$ cat src/rtl/frac_tick_if.sv
// Increment-write handshake bundle for frac_tick_generator.
// The master drives a write request, channel select and value; the slave
// answers with a combinational ready.
interface frac_tick_if #(
  parameter int ACC_W = 32,
  parameter int CH_W  = 2
);
  logic             i_inc_wr;
  logic [CH_W-1:0]  i_ch_sel;
  logic [ACC_W-1:0] i_inc;
  logic             o_inc_ready;

  modport master (
    output i_inc_wr,
    output i_ch_sel,
    output i_inc,
    input  o_inc_ready
  );

  modport slave (
    input  i_inc_wr,
    input  i_ch_sel,
    input  i_inc,
    output o_inc_ready
  );
endinterface

$ cat src/rtl/frac_tick_generator.sv
// Multi-channel phase-accumulator tick generator.
// Each channel adds its increment every enabled cycle; the carry out of the
// accumulator is registered as a one-cycle tick and the accumulator MSB is a
// roughly 50% duty divided clock. New increments are written into a per-channel
// shadow and swapped in at that channel's next wrap so the running period is
// never cut short. A sync-clear zeroes every phase and applies all shadows.
module frac_tick_generator #(
  parameter int                        NUM_CH      = 4,
  parameter int                        ACC_W       = 32,
  parameter logic [NUM_CH*ACC_W-1:0]   DEFAULT_INC = {NUM_CH{32'd86}}
) (
  input  logic              i_sysclk,
  input  logic              i_reset_n,
  input  logic              i_en,
  input  logic              i_sync_clr,
  frac_tick_if.slave        inc_bus,
  output logic [NUM_CH-1:0] o_div,
  output logic [NUM_CH-1:0] o_tick
);

  localparam int CH_W = (NUM_CH > 1) ? $clog2(NUM_CH) : 1;

  logic [NUM_CH-1:0] pend_vec;
  logic              ready;
  logic              accept;

  // Ready is low only while the addressed channel still holds an unapplied
  // shadow; a select beyond the last channel matches nothing, so it is always
  // accepted and simply dropped.
  always_comb begin
    ready = 1'b1;
    for (int c = 0; c < NUM_CH; c++) begin
      if (inc_bus.i_ch_sel == CH_W'(c) && pend_vec[c]) begin
        ready = 1'b0;
      end
    end
  end

  assign inc_bus.o_inc_ready = ready;
  assign accept              = inc_bus.i_inc_wr & ready;

  generate
    for (genvar gi = 0; gi < NUM_CH; gi++) begin : g_ch
      logic [ACC_W-1:0] acc_reg;
      logic [ACC_W-1:0] inc_reg;
      logic [ACC_W-1:0] shadow_reg;
      logic             pend_reg;
      logic             tick_reg;
      logic [ACC_W:0]   sum;
      logic             carry;
      logic             hit;

      assign sum   = {1'b0, acc_reg} + {1'b0, inc_reg};
      assign carry = sum[ACC_W];
      assign hit   = accept && (inc_bus.i_ch_sel == CH_W'(gi));

      // Accumulate, register the wrap as a tick, and swap in a pending
      // increment after the wrap that still used the old one. A zero
      // increment never wraps, so its shadow is taken straight away.
      always_ff @(posedge i_sysclk or negedge i_reset_n) begin
        if (!i_reset_n) begin
          acc_reg    <= '0;
          inc_reg    <= DEFAULT_INC[gi*ACC_W +: ACC_W];
          shadow_reg <= '0;
          pend_reg   <= 1'b0;
          tick_reg   <= 1'b0;
        end else if (i_sync_clr) begin
          acc_reg  <= '0;
          tick_reg <= 1'b0;
          pend_reg <= 1'b0;
          if (hit) begin
            inc_reg    <= inc_bus.i_inc;
            shadow_reg <= inc_bus.i_inc;
          end else if (pend_reg) begin
            inc_reg <= shadow_reg;
          end
        end else begin
          if (i_en) begin
            acc_reg  <= sum[ACC_W-1:0];
            tick_reg <= carry;
          end else begin
            tick_reg <= 1'b0;
          end
          if (pend_reg && ((i_en && carry) || (inc_reg == '0))) begin
            inc_reg  <= shadow_reg;
            pend_reg <= 1'b0;
          end
          // hit implies pend_reg was clear, so it never collides with the apply
          if (hit) begin
            shadow_reg <= inc_bus.i_inc;
            pend_reg   <= 1'b1;
          end
        end
      end

      assign pend_vec[gi] = pend_reg;
      assign o_tick[gi]   = tick_reg;
      assign o_div[gi]    = acc_reg[ACC_W-1];
    end
  endgenerate

endmodule
$ cat src/flat_wrapper.sv
// flat-port wrapper written by rule: the top's interface ports become plain ports
module frac_tick_generator_flat 
#(
  parameter int                        NUM_CH      = 4,
  parameter int                        ACC_W       = 32,
  parameter logic [NUM_CH*ACC_W-1:0]   DEFAULT_INC = {NUM_CH{32'd86}}
)
  (i_sysclk, i_reset_n, i_en, i_sync_clr, o_div, o_tick, inc_bus_i_inc_wr, inc_bus_i_ch_sel, inc_bus_i_inc, inc_bus_o_inc_ready);
  frac_tick_if #(.ACC_W(ACC_W)) inc_bus_i ();
  input  logic i_sysclk;
  input  logic i_reset_n;
  input  logic i_en;
  input  logic i_sync_clr;
  output logic [NUM_CH-1:0] o_div;
  output logic [NUM_CH-1:0] o_tick;
  input wire logic [$bits(inc_bus_i.i_inc_wr)-1:0] inc_bus_i_inc_wr;
  input wire logic [$bits(inc_bus_i.i_ch_sel)-1:0] inc_bus_i_ch_sel;
  input wire logic [$bits(inc_bus_i.i_inc)-1:0] inc_bus_i_inc;
  output wire logic [$bits(inc_bus_i.o_inc_ready)-1:0] inc_bus_o_inc_ready;
  assign inc_bus_i.i_inc_wr = inc_bus_i_inc_wr;
  assign inc_bus_i.i_ch_sel = inc_bus_i_ch_sel;
  assign inc_bus_i.i_inc = inc_bus_i_inc;
  assign inc_bus_o_inc_ready = inc_bus_i.o_inc_ready;
  frac_tick_generator #(.NUM_CH(NUM_CH), .ACC_W(ACC_W), .DEFAULT_INC(DEFAULT_INC)) u_core (.i_sysclk(i_sysclk), .i_reset_n(i_reset_n), .i_en(i_en), .i_sync_clr(i_sync_clr), .inc_bus(inc_bus_i), .o_div(o_div), .o_tick(o_tick));
endmodule
$ cat config.mk
export PLATFORM = sky130hd
export DESIGN_NAME = frac_tick_generator_flat
export DESIGN_NICKNAME = d
export VERILOG_FILES = /design/src/rtl/frac_tick_if.sv /design/src/rtl/frac_tick_generator.sv /design/src/flat_wrapper.sv
export SDC_FILE = /design/constraint.sdc
export NUM_CORES = 1
export LEC_CHECK = 0
export ABC_CLOCK_PERIOD_IN_PS = 7700
export CAP_MARGIN = 5
export CORE_MARGIN = 2
export CORE_UTILIZATION = 59
export CTS_CLUSTER_DIAMETER = 150
export CTS_CLUSTER_SIZE = 30
export DETAILED_ROUTE_END_ITERATION = 12
export DONT_BUFFER_PORTS = 1
export MAX_ROUTING_LAYER = met4
export PLACE_DENSITY = 0.77
export REMOVE_ABC_BUFFERS = 1
export SLEW_MARGIN = 20
export SYNTH_ARGS = -nofsm -noshare
export SYNTH_HDL_FRONTEND = slang
export SYNTH_SLANG_ARGS = --single-unit
export TNS_END_PERCENT = 30
$ cat constraint.sdc
create_clock -name i_sysclk -period 7.7 [get_ports i_sysclk]
set_input_delay 1.54 -clock i_sysclk [delete_from_list [all_inputs] [get_ports i_sysclk]]
set_output_delay 1.54 -clock i_sysclk [all_outputs]
set_load 0.03 [all_outputs]
==> flow_summary.yaml <==
global_routing:
  antenna_found_initial: 1
  grt_pass1_vias: 16780
  grt_pass1_wl_um: 87480
  grt_usage_pct: 27.94
  grt_overflow: 0
  grt_max_degree: 393
floorplanning:
  dieArea_um2: 39840
  rows: 71
  die_w_um: 199.6
  core_area_um2: 37670
  num_io_pins: 48
  chipHeight_um: 199.6
  start_util_pct: 59.93
timing:
  period_needed_ns: 4.233
  timing.final.crit_share_pct: 54.97
  skew_ns: 0.04299
  rsz0062_at_grt: "false"
  max_freq_mhz: 236.3
  slew_viol_final: 0
  hold_viol_final: 0
  final.setup.tns_ns: 0
  worst_slew_pin_slew_ns: 1.089
  slew_headroom_pct: 27.37
  setup_ws_ns: 3.467
  finalSetupViolCount: 0
yosys:
  async_reset_ff_share_pct: 100.0
  synthAdderAreaFrac_pct: 7.450
  yosysUniqueCellTypes: 79
  syn_area_per_cell_um2: 10.48
  synthTopCellsByArea: "dfrtp_1 (42%), ha_1 (7.1%), mux2_2 (6.4%), mux2i_1 (5.4%), a21oi_1 (3.1%)"
  synth_top_family_by_area: "compound AO/OA/AOI/OAI gates"
  synth_area_leader_cell: "dfrtp_1"
  synth_seq_cells: 392
  synth-simple-area-share_pct: 10.16
  postSynthCellCount: 2154
  muxShareOfSynthArea_pct: 11.90
  ys_seq_area_share_pct: 43.55
  syn_area_um2: 22570
  synth_flop_cell: "dfrtp_1"
  synth-xor-area-share_pct: 3.686
  synth_compound_area_share_pct: 19.78
  synth-edff-count: 0
  synth.top_cell.area_share_pct: 41.69
  ys_warn_count: 0
pwr:
  leakagePower_nw: 10.84
  peakVddDrop_mv: 0.2882
  power_mw: 8.496
  cellPowerDensity_nw_per_um2: 363.9
run:
  maxCapViolCount: 0
setup_path:
  path_max_fanout: 33
  required_ns: 8.15
  worstPathCellList: "ha_1 > nor2b_1 > o31ai_1 > a21oi_1 > o31ai_1 > a21oi_1 > a31oi_1 > o211a_2 > o22a_2 > o2bb2ai_1"
  cp.arrival_ns: 4.68
  critPathLaunchType: "flop"
  cp_slowest_cell: "o211a_2"
  max_stage_delay_ns: 0.69
  crit_type: "flop to flop"
  cp_num_buf_inv: 0
  cpLargestDelayFamily: "compound AO/OA/AOI/OAI gates"
  end_kind: "flop"
place:
  post-place-ws_ns: 3.234
  port_buffers: 0
  hpwl_um: 36100
  gp_congestion: 0.9317
cts:
  cts_sinks: 392
  cts_buffers: 17
  root_buffer: "clkbuf_16"
  insertion_delay_ns: 0.53
  hold_buffers: 0
  cts_tree: "built"
  postCtsSetupBuffers: 0
  cts_resized: 0
  clk_pin_slew_ns: 0.11
  clk_path_buf_depth: 3
  cts_max_level: 1
detailed_routing:
  vias_per_cell: 6.463
  drtIter0Drc: 981
  vias: 16710
  drc_errors: 0
  antenna_left: 0
  drt-pass1-iter-count: 5
  wirelength_um: 52860
  wire_per_inst_um: 20.45
finish:
  final_common_cell: "dfrtp_1"
  mostFrequentLayoutCells: "dfrtp_1 (376), nor2_1 (143), a21oi_1 (137), mux2_2 (128), ha_1 (128)"
  postLayoutCoreUtil_pct: 61.98
  nets: 2236
  syn_to_final_growth_pct: 3.426
  drive_above_1_share_pct: 9.932
  num_antenna_cells: 0
run_status:
  outcome: "completed"
worst_hold_path:
  min_path_type: "flop to flop"
routing by layer:
layer / part of all wire, % / routed length (um) / vias up / global-route usage (%)
met5: 0 / 0 / - / -
li1: - / - / 7863 / -
met3: 4.3 / 2271 / 70 / 2.498
met2: 50 / 26300 / 360 / 47.60
met4: 2.0 / 1041 / 0 / 6.145
met1: 44 / 23250 / 8414 / 36.57
final timing paths:
kind                                                  startpoint                                         to  slack [ns]  depth (start not counted)
max                        u_core.g_ch[3].inc_reg[2]$_DFFE_PN1P_      u_core.g_ch[3].inc_reg[8]$_DFFE_PN0P_        3.47                         10
min                        u_core.g_ch[0].inc_reg[2]$_DFFE_PN1P_      u_core.g_ch[0].inc_reg[2]$_DFFE_PN1P_        0.50                          2
max reg2reg                u_core.g_ch[3].inc_reg[2]$_DFFE_PN1P_      u_core.g_ch[3].inc_reg[8]$_DFFE_PN0P_        3.47                         10
min reg2reg                u_core.g_ch[0].inc_reg[2]$_DFFE_PN1P_      u_core.g_ch[0].inc_reg[2]$_DFFE_PN1P_        0.50                          2
max in group asynchronous                              i_reset_n  u_core.g_ch[1].shadow_reg[19]$_DFFE_PN0P_        6.12                          0
min in group asynchronous                              i_reset_n      u_core.g_ch[2].acc_reg[1]$_DFFE_PN0P_        0.71                          0
Yosys cell counts, types with 6 or more instances:
master	n
ha_1	128
and4_1	8
mux2_2	128
o21ai_0	76
nor2b_1	13
xor2_1	41
dfstp_2	16
nand2_1	108
a211o_1	13
mux2i_1	122
xnor2_1	54
nor2_1	145
inv_1	67
nand2b_1	13
dfrtp_1	376
buf_1	6
a22o_1	33
a211oi_1	27
clkbuf_1	93
nor3_1	18
a221o_1	65
o31ai_1	8
nand3_1	24
a21oi_1	138
nand3b_1	6
o2bb2ai_1	33
o211ai_1	14
and2_1	7
o21ai_1	14
a21o_1	71
a21boi_0	7
a31oi_1	16
nand4_1	31
buf_2	13
buf_4	8
o21a_1	13
a22oi_1	33
o21bai_1	12
nor4_1	34
and3_1	41
worst register-to-register path: stages, from the launching register on:
cell and delay, ns:
dfstp_2 0.57, ha_1 0.27, nor2b_1 0.18, o31ai_1 0.41, a21oi_1 0.16, o31ai_1 0.47, a21oi_1 0.20, a31oi_1 0.30
o211a_2 0.69, o22a_2 0.70, o2bb2ai_1 0.21
cells by family (layout without fill, tap and decap cells):
group / after synthesis / count (layout)
AOI/OAI and AO/OA: 626 / 626
and+or+nand+nor: 467 / 467
DFF: 392 / 392
muxes: 251 / 251
buffers and inverters: 191 / 111
adders and majority gates: 132 / 132
xor gates and xnor gates: 95 / 95
area by class of cell:
class | count | area (um^2)
Clock buffer | 27 | 462.9
Clock inverter | 1 | 30.03
Fill cell | 3074 | 14320
Inverter | 68 | 255.2
Multi-Input combinational cell | 1571 | 12020
Sequential cell | 392 | 9829
Tap cell | 511 | 639.4
Timing Repair Buffer | 15 | 112.6
metrics by stage:
stage	instances	hold slack, ns	cell area (um^2)
after global routing	2585	0.5238	23340
after detailed placement	2557	0.4776	22850
after floorplan	2031	0.4526	22040
after global placement	2557	0.4652	22850
final	2585	0.5016	23340
after CTS	2585	0.5038	23340
power breakdown:
part / internal, mW / switching (mW) / total, mW
clock network: 0.430 / 0.653 / 1.08
registers: 2.76 / 0.587 / 3.34
logic: 1.87 / 2.19 / 4.07
Power figures use the tool's default switching activity.
